==> src/rtl/reaction_timer_ctrl.sv <==
// Reaction-time game controller: random pre-stimulus delay from an LFSR, ms ticks
// from a Clock prescaler, and control of an external 13-bit ms up-counter.
module reaction_timer_ctrl #(
  parameter int TICK_DIV    = 50000,
  parameter int MIN_WAIT_MS = 1000
) (
  input  logic        Clock,
  input  logic        ResetN,
  input  logic        Start,
  input  logic        Button,
  input  logic [12:0] CntValue,
  output logic        CntEnable,
  output logic        CntReset,
  output logic        Led,
  output logic [12:0] Result,
  output logic        ResultValid,
  output logic        Foul,
  output logic        Timeout,
  output logic        Busy
);

  localparam int              PW        = $clog2(TICK_DIV);
  localparam logic [PW-1:0]   PRESC_MAX = PW'(TICK_DIV - 1);
  localparam logic [12:0]     WAIT_MIN  = 13'(MIN_WAIT_MS);
  localparam logic [12:0]     CNT_MAX   = 13'h1FFF;

  typedef enum logic [2:0] {IDLE, ARM, GO, DONE, FOUL, TIMEOUT} state_t;

  state_t        state_q, state_d;
  logic          start_q, button_q, primed_q;
  logic          start_edge, button_edge;
  logic [15:0]   lfsr_q;
  logic [PW-1:0] presc_q;
  logic          tick;
  logic [12:0]   wait_q;
  logic          arm_load, wait_dec, latch_result, cnt_en;

  function automatic logic [15:0] lfsr_step(input logic [15:0] v);
    return {v[14:0], v[15] ^ v[13] ^ v[12] ^ v[10]};
  endfunction

  function automatic logic cnt_saturated(input logic [12:0] v);
    return (v == CNT_MAX);
  endfunction

  // primed_q masks the first sample after reset so a level held through reset is not an edge
  assign start_edge  = primed_q & Start  & ~start_q;
  assign button_edge = primed_q & Button & ~button_q;
  assign tick        = (presc_q == PRESC_MAX);
  assign CntEnable   = cnt_en;

  always_ff @(posedge Clock or negedge ResetN) begin
    if (!ResetN) state_q <= IDLE;
    else         state_q <= state_d;
  end

  always_comb begin
    state_d      = state_q;
    arm_load     = 1'b0;
    wait_dec     = 1'b0;
    latch_result = 1'b0;
    cnt_en       = 1'b0;
    case (state_q)
      IDLE, DONE, FOUL, TIMEOUT: begin
        if (start_edge) begin
          state_d  = ARM;
          arm_load = 1'b1;
        end
      end
      ARM: begin
        if (button_edge) begin
          state_d = FOUL;
        end else if (tick) begin
          if (wait_q == 13'd1) state_d = GO;
          else                 wait_dec = 1'b1;
        end
      end
      GO: begin
        // a press on the saturation tick still wins and latches 8191
        if (button_edge) begin
          state_d      = DONE;
          latch_result = 1'b1;
        end else if (tick) begin
          if (cnt_saturated(CntValue)) state_d = TIMEOUT;
          else                         cnt_en  = 1'b1;
        end
      end
      default: state_d = IDLE;
    endcase
  end

  always_ff @(posedge Clock or negedge ResetN) begin
    if (!ResetN) begin
      start_q  <= 1'b0;
      button_q <= 1'b0;
      primed_q <= 1'b0;
      lfsr_q   <= 16'hACE1;
      presc_q  <= '0;
      wait_q   <= '0;
    end else begin
      start_q  <= Start;
      button_q <= Button;
      primed_q <= 1'b1;
      lfsr_q   <= lfsr_step(lfsr_q);
      if (arm_load || tick) presc_q <= '0;
      else                  presc_q <= presc_q + 1'b1;
      if (arm_load)      wait_q <= WAIT_MIN + {3'b000, lfsr_q[9:0]};
      else if (wait_dec) wait_q <= wait_q - 13'd1;
    end
  end

  // flags follow the next state so they appear with the transition and clear on entry to ARM
  always_ff @(posedge Clock or negedge ResetN) begin
    if (!ResetN) begin
      Led         <= 1'b0;
      Busy        <= 1'b0;
      ResultValid <= 1'b0;
      Foul        <= 1'b0;
      Timeout     <= 1'b0;
      CntReset    <= 1'b1;
      Result      <= '0;
    end else begin
      Led         <= (state_d == GO);
      Busy        <= (state_d == ARM) || (state_d == GO);
      ResultValid <= (state_d == DONE);
      Foul        <= (state_d == FOUL);
      Timeout     <= (state_d == TIMEOUT);
      CntReset    <= arm_load;
      if (latch_result) Result <= CntValue;
    end
  end

endmodule

==> config.mk <==
export PLATFORM = sky130hd
export DESIGN_NAME = reaction_timer_ctrl
export DESIGN_NICKNAME = d
export VERILOG_FILES = /design/src/rtl/reaction_timer_ctrl.sv
export SDC_FILE = /design/constraint.sdc
export NUM_CORES = 1
export LEC_CHECK = 0
export ABC_AREA = 1
export CORE_AREA = 2 2 65 129
export CTS_BUF_LIST = sky130_fd_sc_hd__clkbuf_4 sky130_fd_sc_hd__clkbuf_8
export CTS_CLUSTER_DIAMETER = 80
export DETAILED_ROUTE_END_ITERATION = 10
export DIE_AREA = 0 0 67 131
export DONT_BUFFER_PORTS = 1
export GPL_ROUTABILITY_DRIVEN = 0
export HOLD_SLACK_MARGIN = 0.1
export PLACE_DENSITY_LB_ADDON = 0.12
export SLEW_MARGIN = 10
export SYNTH_ARGS = -nofsm -noshare
export SYNTH_HDL_FRONTEND = slang
export SYNTH_SLANG_ARGS = --single-unit
export TNS_END_PERCENT = 100
==> constraint.sdc <==
create_clock -name Clock -period 3.1 [get_ports Clock]
set_input_delay 0.775 -clock Clock [delete_from_list [all_inputs] [get_ports Clock]]
set_output_delay 0.775 -clock Clock [all_outputs]
set_load 0.02 [all_outputs]
==> metrics.md, run 1 <==
| Metric | Value |
|---|---|
| Mapped Nets | just over 400 |
| Synth top area cells | dfrtp_1, nand2_1, dfstp_2 |
| Buffer count from post-CTS setup fixing | 0 |
| Kind of start point of the critical path | flip-flop |
| Post-Synth Adder-Cell Area | 0.01467 |
| Max Clock Freq | around 390 MHz |
| Drt pass-1 iters | 4 |
| Setup Total Neg Slack | 0 ns |
| Cell taking the most area after synthesis | dfrtp_1 |
| Data required, critical path | about 2.3 ns |
| Die ar. | ~0.0088 mm² |
| Compound-Gate Fraction of Synth Area | 0.08434 |
| Clock-pin slew on the worst setup and hold paths | 0.07 ns |
| Critical path class | reg -> out |
| NumNets Final | roughly 420 |
| Rows | 46 |
| PwrDens | 673.4 mW/mm² |
| Dominant cell by count in the synthesized netlist | nand2_1 |
| CTS resizes | 0 |
| Synth top area share | 0.4474 |
| Detailed placement HPWL | 4860 µm |
| Endpoints failing setup | 0 |
| Final core area utilization | 0.4773 |
| Crit-path max FO | 5 |
| Mapped cell area | ~0.0034 mm² |
| GRT busiest layer | met2 |
| Buffers on Ports | 0 |
| Max-slew violation count | 0 |
| DR WL/cell | 13.90 µm |
| Worst vdd ir | 0.3610 mV |
| RSZ-0062 raised after global routing | no |
| Root Driver | clkbuf_8 |
| Clk sinks | 70 |
| Final ANT Viol Nets | 0 |
| Fill count | 797 |
| Number of H-tree levels | 3 |
| First-pass GRT wire length | between 10,000 and 15,000 µm |
| Grt met1 use | 0.2321 |
| Post-synth top cells | nand2_1, dfrtp_1, nor2_1 |
| Vias | 2,529 |
| CP Capture Type | output port |
| Fin crit period | between 2 and 3 ns |
| Ys flop type | dfrtp_1 |
| Lkg Pwr | 0.001771 µW |
| Critical Path AT | 1.79 ns |
| Gate Count Post-Synth | 387 |
| Initial antenna violation count | 0 |
| Proportion of synthesized area in mux cells | 0.03960 |
| Netlist cell types | 37 |
| Met2 global-route usage | 0.2621 |
| Worst slack, placed | between 0.8 and 0.9 ns |
| CTS Buf Count | 9 |
| Async S/R FF share, synth | 1.000 |
| Routed WL | 6908 µm |
| Die boundary width | approximately 67 µm |
| Yosys warns | 0 |
| Period utilization | 0.8264 |
| TritonCTS clock tree | done |
| Clk_lat worst skew | 0.36 ns |
| Finished Cell Area | around 0.0037 mm² |
| Yosys reg bits | 70 |
| Die height | between 100 and 150 µm |
| Total Power | 2516 µW |
| Met3 usage | 0.05308 |
| Vias in the first global route | approximately 2.4k |
| Starting density of the core | 0.4359 |
| Area grow syn2layout | 9.498% |
| Post-DP Area | approximately 0.0035 mm² |
| Status | finished, final reports clean |
| GRT Overall Usage | 0.1761 |
| Starting DRT DRC Count | 236 |
| Clock tree buffer depth | 2 |
| Post-synthesis xor/xnor area fraction | 0.02824 |
| Largest net degree at the start of global routing | 62 |
| DRC | 0 |
| Post-synth EDFFs | 0 |
| Max-cap viol count | 0 |
| Antenna Cells | 0 |
| Syn Area/Cell | a little under 9 µm² |
| Share of cells above drive strength 1 | 0.1845 |
| Ports | 37 |
| Grt ovf | 0 |
| Final worst slack | about 0.54 ns |
| Largest family of logic cells by synthesized area | simple AND/OR/NAND/NOR gates |
| Core Region | a little under 0.008 mm² |
| Clock Skew | around 0.0097 ns |
| Min-delay worst type | in -> async |
| Sequential share of the synthesized area | 0.5167 |
| Via-to-Cell Ratio | approximately 5 |
| Simple-gate share of the synthesized area | 0.2560 |
| Hold Vio Cnt, Final | 0 |
-- flip-flops by register name, summed over array words and instances (netlist names), 3 cells and up --
register and flops:
Result 13, state_q 3, lfsr_q 16, wait_q 13
presc_q 16
-- placed cells by master (no fill, tap or decap), types with 5 or more instances in the layout --
master    instances
clkbuf_8         13
a21oi_1          15
inv_1            31
dfrtp_1          61
dfstp_2           9
inv_2            11
nor3_1            7
o21ai_0          13
mux2_2           12
nor2_1           51
o21ai_1          12
xnor2_1           5
xor2_1            6
nand3_1          25
nand2_1          82
-- critical path, stage by stage, from the launching register on --
cell,delay [ns]
dfrtp_1,0.37
ha_1,0.17
nand2_1,0.10
nor2_4,0.15
inv_2,0.06
nor2_4,0.10
nand2_2,0.09
nor4_1,0.20
buf_4,0.20
-- routing by layer --
| layer | wire length, µm | up-vias | share of wire |
|---|---|---|---|
| met4 | 129 | 0 | 0.019 |
| li1 | - | 1269 | - |
| met2 | 3351 | 42 | 0.49 |
| met3 | 254 | 10 | 0.037 |
| met1 | 3172 | 1208 | 0.46 |
| met5 | 0 | - | 0 |
-- logic make-up (layout without fill, tap and decap cells) --
| family | count (synthesis) | after routing |
|---|---|---|
| other | 1 | 1 |
| and+or+nand+nor | 190 | 190 |
| AOI/OAI and AO/OA | 51 | 51 |
| adders and majority gates | 4 | 4 |
| xor gates and xnor gates | 11 | 11 |
| muxes | 12 | 12 |
| buffers and inverters | 48 | 62 |
| DFF | 70 | 70 |
-- power by group --
part           internal [µW]  leakage [µW]  total, µW  switching (µW)
clock                    406      0.000107        735             329
sequential              1040      0.000908       1180             135
combinational            219      0.000756        601             383
total                   1670       0.00177       2520             847
-- per-stage QoR --
stage	std cells	hold WS [ns]
2_1_floorplan	387	0.3330
3_3_place_gp	480	0.3453
3_5_place_dp	480	0.3526
4_1_cts	497	0.2274
5_1_grt	497	0.2209
6_report	497	0.2523
-- area by class of cell --
cell class,count,area [µm²],share of cell area
timing repair buffer,3,42.54,0.01139
clock buffer,16,201.4,0.05392
tap,96,120.1,0.03215
sequential,70,1763,0.4719
inverter,43,162.7,0.04354
multi-input combinational,269,1446,0.3871
-- final timing paths --
check	slack, ns	from	depth (start not counted)	endpoint
max	0.54	presc_q[0]$_DFF_PN0_	8	CntEnable
min	0.25	ResetN	0	CntReset$_DFF_PN1_
max reg2reg	1.21	wait_q[0]$_DFFE_PN0P_	11	wait_q[10]$_DFFE_PN0P_
min reg2reg	0.38	lfsr_q[10]$_DFF_PN1_	0	lfsr_q[11]$_DFF_PN1_
max in group asynchronous	2.54	ResetN	1	presc_q[10]$_DFF_PN0_
min in group Clock	0.38	lfsr_q[10]$_DFF_PN1_	0	lfsr_q[11]$_DFF_PN1_
-- repair_timing --
item,in CTS,in global routing
hold buffers,1,0
endpoints found under the hold margin,61,0
endpoints found under the setup margin,0,0
Note: power is estimated with default switching activity, not from simulation.
==> run 2, diff against run 1 <==
clock period = 2.25 ns   (was 3.1 ns; I/O delays follow)
==> run 2 against run 1 <==
Die area did not move. Clock power rose by 24%. Utilization rose by 0.42 points.
==> metrics.md, run 2 (synthesized netlist as in run 1, its figures left out) <==
| Metric | Value |
|---|---|
| Die boundary width | 67 µm (unchanged) |
| TritonCTS clock tree | done |
| Initial antenna violation count | 0 (unchanged) |
| Worst slack, placed | 0.2664 ns (-0.5426 ns) |
| Largest net degree at the start of global routing | 71 (+15%) |
| Fill count | 774 (-2.9%) |
| Period utilization | 0.9654 |
| Die height | 131 µm (unchanged) |
| Drt pass-1 iters | 4 (unchanged) |
| DR WL/cell | 13.12 µm (-5.6%) |
| FF-to-FF setup slack | 0.45 ns (-0.76 ns) |
| Via-to-Cell Ratio | 5.002 (-1.7%) |
| Ports | 37 (unchanged) |
| NumNets Final | 422 (+1.2%) |
| Slowest stage delay, CP | 0.36 ns (about the same) |
| Most used cell, CP | nor2_4 |
| First-pass GRT wire length | 11,390 µm (-0.78%) |
| Max-cap viol count | 0 (unchanged) |
| RR Endpoint | wait_q[10]$_DFFE_PN0P_ |
| RSZ-0062 raised after global routing | yes |
| Hold_ws | 0.2375 ns (-0.01482 ns) |
| Fin crit period | between 2 and 2.5 ns |
| Core Region | 0.007828 mm² (unchanged) |
| Final worst slack | 0.07785 ns (-0.4603 ns) |
| Detailed placement HPWL | 4743 µm (-2.4%) |
| Slowest CP cell | dfrtp_1 |
| Worst Hold Depth | 0 |
| Final core area utilization | 0.4815 (+0.004156) |
| Vias in the first global route | 2,486 (+2.7%) |
| FF-to-FF Start | wait_q[0]$_DFFE_PN0P_ |
| Critical Path AT | 1.61 ns (-0.18 ns) |
| CP Capture Type | output port |
| Cell Chain, Critical Path | ha_2 -> nand2_2 -> nor2_4 -> inv_2 -> nor2_4 -> nand2_4 -> nor4_2 -> buf_4 |
| Antenna Cells | 0 (unchanged) |
| Vias | 2,511 (-0.71%) |
| Clock Skew | 0.01189 ns (+0.002159 ns) |
| Endpoint, Worst Hold | button_q$_DFF_PN0_ |
| Area grow syn2layout | 10.45% |
| Kind of start point of the critical path | flip-flop |
| Buffers on Ports | 0 (unchanged) |
| Total Power | 3411 µW (+36%) |
| Most frequent cells in the layout | nand2_1, dfrtp_1, nor2_1 |
| Clock-pin slew on the worst setup and hold paths | 0.07 ns (about the same) |
| Clk sinks | 70 (unchanged) |
| Starting density of the core | 0.4359 (unchanged) |
| Share of cells above drive strength 1 | 0.1995 (+0.01497) |
| Grt ovf | 0 (unchanged) |
| Starting DRT DRC Count | 174 (-26%) |
| Die ar. | 0.008777 mm² (unchanged) |
| Final ANT Viol Nets | 0 (unchanged) |
| PwrDens | 905.1 mW/mm² (+34%) |
| Max Clock Freq | 460.4 MHz |
| Max-slew violation count | 0 (unchanged) |
| GRT Overall Usage | 0.1718 (-0.004301) |
| Crit-path max FO | 2 (-3) |
| Worst hold start | Button |
| Most common cell after layout, fill and taps aside | nand2_1 |
| Routed WL | 6588 µm (-4.6%) |
| CTS Buf Count | 9 (unchanged) |
| Critical path class | reg -> out |
| Hold Vio Cnt, Final | 0 (unchanged) |
| Lkg Pwr | 0.001801 µW (+1.7%) |
| Min-delay worst type | in -> reg |
| Data required, critical path | 1.69 ns (-0.63 ns) |
| Clk_lat worst skew | 0.35 ns (about the same) |
| Clock tree buffer depth | 2 (unchanged) |
| Endpoints failing setup | 0 (unchanged) |
| Number of H-tree levels | 3 (unchanged) |
| Rows | 46 (unchanged) |
| DRC | 0 (unchanged) |
| Root Driver | clkbuf_8 |
| Worst vdd ir | 0.4934 mV (+37%) |
| Top Registers | lfsr_q: 16 flops, presc_q: 16 flops |
| Status | finished, final reports clean |
| FF-to-FF path depth | 10 (-1) |
## run 2: cell types whose count changed in the layout (fill, tap and decap cells not counted)
cell           previous run  this run
buf_4                     2         6
clkbuf_8                 13        10
clkinv_2                  1         3
clkbuf_4                  3         4
dlygate4sd3_1             0         1
ha_1                      4         3
ha_2                      0         1
nand2_1                  82        81
nand2_4                   2         3
nor4_1                    3         2
nor4_2                    0         1
## run 2: metrics by stage
step	area [µm²]	TNS (ns)	instances
finish	3769	0	502
global route	3769	-0.05216	502
CTS	3764	0	502
detailed placement	3522	0	482
global placement	3522	0	482
floorplan	3412	0	387
## run 2: worst max-delay path: cells and delay by family (launching register included)
kind,cells,cell delay (ns)
simple gates,5,0.50
flops,1,0.36
fa+ha+maj,1,0.19
buf+inv,2,0.23
## run 2: timing repair
item | CTS | global route
resized for setup | 2 | 2
pin swaps | 1 | 2
setup endpoints to repair | 1 | 1
hold buffers | 2 | 0
hold endpoints to repair | 70 | 0
buffers inserted | 2 | 0
## run 2: how the worst max path moves through the flow
| stage | from | endpoint | depth (start not counted) |
|---|---|---|---|
| floorplan | presc_q[0]$_DFF_PN0_ | CntEnable | 7 |
| global placement | presc_q[0]$_DFF_PN0_ | CntEnable | 8 |
| detailed placement | presc_q[0]$_DFF_PN0_ | CntEnable | 8 |
| CTS | presc_q[0]$_DFF_PN0_ | CntEnable | 8 |
| global route | presc_q[0]$_DFF_PN0_ | CntEnable | 8 |
| finish | presc_q[0]$_DFF_PN0_ | CntEnable | 8 |
## run 2: metal layers
layer	global-route usage	routed length, µm	up-vias
met5	0	0	-
met4	0.08283	102	0
met3	0.04024	223	6
met2	0.2469	3205	43
met1	0.2424	3056	1188
li1	-	-	1274
## run 2: power by group
part           internal [µW]  switching (µW)
clock network            477             438
logic                    332             542
registers               1440             183
total                   2250            1160
## run 2: area by class of cell
cell class	count	area, µm²	share of cell area
clock buffers	14	167.7	0.04449
clock inverters	2	10.01	0.002656
inverters	43	162.7	0.04316
multi-input cells	269	1463	0.3881
flip-flops and latches	70	1763	0.4678
well taps	96	120.1	0.03187
repair buffers	8	82.58	0.02191
==> run 3, diff against run 2 <==
CORE_AREA = 2 2 116 73   (was 2 2 65 129)
DIE_AREA = 0 0 118 75   (was 0 0 67 131)
TNS_END_PERCENT = 30   (was 100)
==> run 3 against run 2 <==
Maximum frequency up 1.6%. Clock power increased by 26%. Die area is 0.83% higher. Design area increased by 2.7%. Via count down 0.92%. Total power increased by 7.1%. Utilization increased by 1.9 points. Sequential power hardly changed. Register-to-register slack is essentially flat. Largest cell class unchanged. Largest power group unchanged.
==> metrics.md, run 3 (synthesized netlist as in run 1, its figures left out) <==
| Metric | Value |
|---|---|
| Status | finished, final reports clean |
| Data required, critical path | 1.69 ns (about the same) |
| Setup Total Neg Slack | 0 ns (unchanged) |
| PwrDens | 944.0 mW/mm² (+4.3%) |
| Detailed placement HPWL | 4894 µm (+3.2%) |
| Clock Skew | 0.009066 ns (-0.002822 ns) |
| Ports | 37 (unchanged) |
| RSZ-0062 raised after global routing | no |
| Kind of start point of the critical path | flip-flop |
| Number of H-tree levels | 3 (unchanged) |
| Initial antenna violation count | 0 (unchanged) |
| Period utilization | 0.9502 (-0.01522) |
| Buffers on Ports | 0 (unchanged) |
| NumNets Final | 423 (+0.24%) |
| Root Driver | clkbuf_8 |
| CTS Buf Count | 9 (unchanged) |
| Crit-path max FO | 3 (+1) |
| Min-delay worst type | in -> reg |
| Die height | 75 µm (-43%) |
| Critical Path AT | 1.58 ns (-0.03 ns) |
| Slowest stage delay, CP | 0.41 ns (+0.05 ns) |
| Clock tree buffer depth | 2 (unchanged) |
| Endpoints failing setup | 0 (unchanged) |
| Most common cell after layout, fill and taps aside | nand2_1 |
| Starting density of the core | 0.4416 (+0.005718) |
| Most frequent cells in the layout | nand2_1, dfrtp_1, nor2_1 |
| Multi-input gate area | 0.001491 mm² (+2.0%) |
| Hold Vio Cnt, Final | 0 (unchanged) |
| Fin crit period | 2.138 ns (-0.03424 ns) |
| CP Capture Type | output port |
| Max Clock Freq | 467.7 MHz (+1.6%) |
| Die ar. | 0.008850 mm² (+0.83%) |
| Worst vdd ir | 0.4608 mV (-6.6%) |
| Starting DRT DRC Count | 144 (-17%) |
| Lkg Pwr | 0.001822 µW (+1.1%) |
| Cell Chain, Critical Path | nor2_1 -> nand3_2 -> nor2_4 -> nand2_4 -> nor4_4 -> buf_4 |
| Area grow syn2layout | 13.38% |
| Via-to-Cell Ratio | 4.831 (-3.4%) |
| Rows | 25 (-46%) |
| DRC | 0 (unchanged) |
| DR WL/cell | 13.27 µm (+1.1%) |
| Die boundary width | 118 µm (+76%) |
| Clk_lat worst skew | 0.35 ns (about the same) |
| Drt pass-1 iters | 5 (+1) |
| Antenna Cells | 0 (unchanged) |
| Grt ovf | 0 (unchanged) |
| Slowest CP cell | dfrtp_1 |
| Share of cells above drive strength 1 | 0.2138 (+0.01425) |
| Max-cap viol count | 0 (unchanged) |
| Max-slew violation count | 0 (unchanged) |
| Final core area utilization | 0.5007 (+0.01927) |
| Clk sinks | 70 (unchanged) |
| Critical path class | reg -> out |
| Final ANT Viol Nets | 0 (unchanged) |
| Clock-pin slew on the worst setup and hold paths | 0.08 ns (about the same) |
| Vias in the first global route | 2,263 (-9.0%) |
| Core Region | 0.007726 mm² (-1.3%) |
| First-pass GRT wire length | 11,150 µm (-2.1%) |
| GRT Overall Usage | 0.1645 (-0.007326) |
| TritonCTS clock tree | done |
| Fill count | 715 (-7.6%) |
| Reg area | 0.001763 mm² (unchanged) |
| Vias | 2,488 (-0.92%) |
| Largest net degree at the start of global routing | 71 (unchanged) |
| Routed WL | 6835 µm (+3.7%) |
| Top Registers | lfsr_q: 16 flops, presc_q: 16 flops |
## run 3: changes by cell type in the layout (fill, tap and decap cells not counted), sizes merged
cell	change
buf	+1
bufinv	+2
clkbuf	-3
clkinv	-1
clkinvlp	+1
inv	+1
## run 3: timing repair
action                     CTS  global route
setup buffers                2             1
hold endpoints to repair    70             0
setup endpoints to repair    1             1
hold buffers                 2             0
gates cloned                 0             0
gates resized for setup      3             7
pin swaps                    1             5
## run 3: power by group
| part | internal [µW] | switching (µW) |
|---|---|---|
| logic | 332 | 547 |
| registers | 1440 | 191 |
| clock network | 669 | 477 |
| total | 2440 | 1210 |
## run 3: metal layers
metal	part of all wire	vias up	GRT usage
met5	0	-	0
met4	0.0092	0	0.04819
met3	0.060	10	0.05833
met2	0.38	56	0.2112
met1	0.55	1136	0.2537
li1	-	1286	-
## run 3: layout make-up
| class | count | share of cell area |
|---|---|---|
| clock buffer | 11 | 0.03752 |
| clock inverter | 5 | 0.02102 |
| inverter | 43 | 0.04204 |
| multi-input combinational | 269 | 0.3855 |
| sequential | 70 | 0.4557 |
| tap | 108 | 0.03493 |
| timing repair buffer | 9 | 0.02329 |
## run 3: metrics by stage
step                total power, µW  hold WS [ns]  worst slack (ns)  instance area, µm²  cells
finish                         3652        0.2387            0.1121                3869    515
global route                   3900        0.2108          0.003316                3869    515
CTS                            3684        0.2202          -0.01416                3827    514
detailed placement             2464        0.2713            0.2523                3537    494
global placement               2452        0.2701            0.2890                3537    494
floorplan                      2287        0.2669           0.09005                3412    387
## run 3: worst paths after layout
check | to | start | depth (start not counted) | slack (ns)
worst max-delay path | CntEnable | presc_q[12]$_DFF_PN0_ | 6 | 0.11
worst min-delay path | button_q$_DFF_PN0_ | Button | 0 | 0.24
worst max register to register | wait_q[7]$_DFFE_PN0P_ | presc_q[12]$_DFF_PN0_ | 11 | 0.44
worst min register to register | lfsr_q[15]$_DFF_PN1_ | lfsr_q[14]$_DFF_PN0_ | 0 | 0.36
max in group asynchronous | lfsr_q[0]$_DFF_PN1_ | ResetN | 2 | 1.16
min in group asynchronous | presc_q[10]$_DFF_PN0_ | ResetN | 2 | 0.75
## run 3: worst max-delay path, delay by kind of cell (launching register included)
kind | cells | cell delay [ns]
buffers and inverters | 1 | 0.18
flip-flops | 1 | 0.41
AND/OR/NAND/NOR | 5 | 0.64
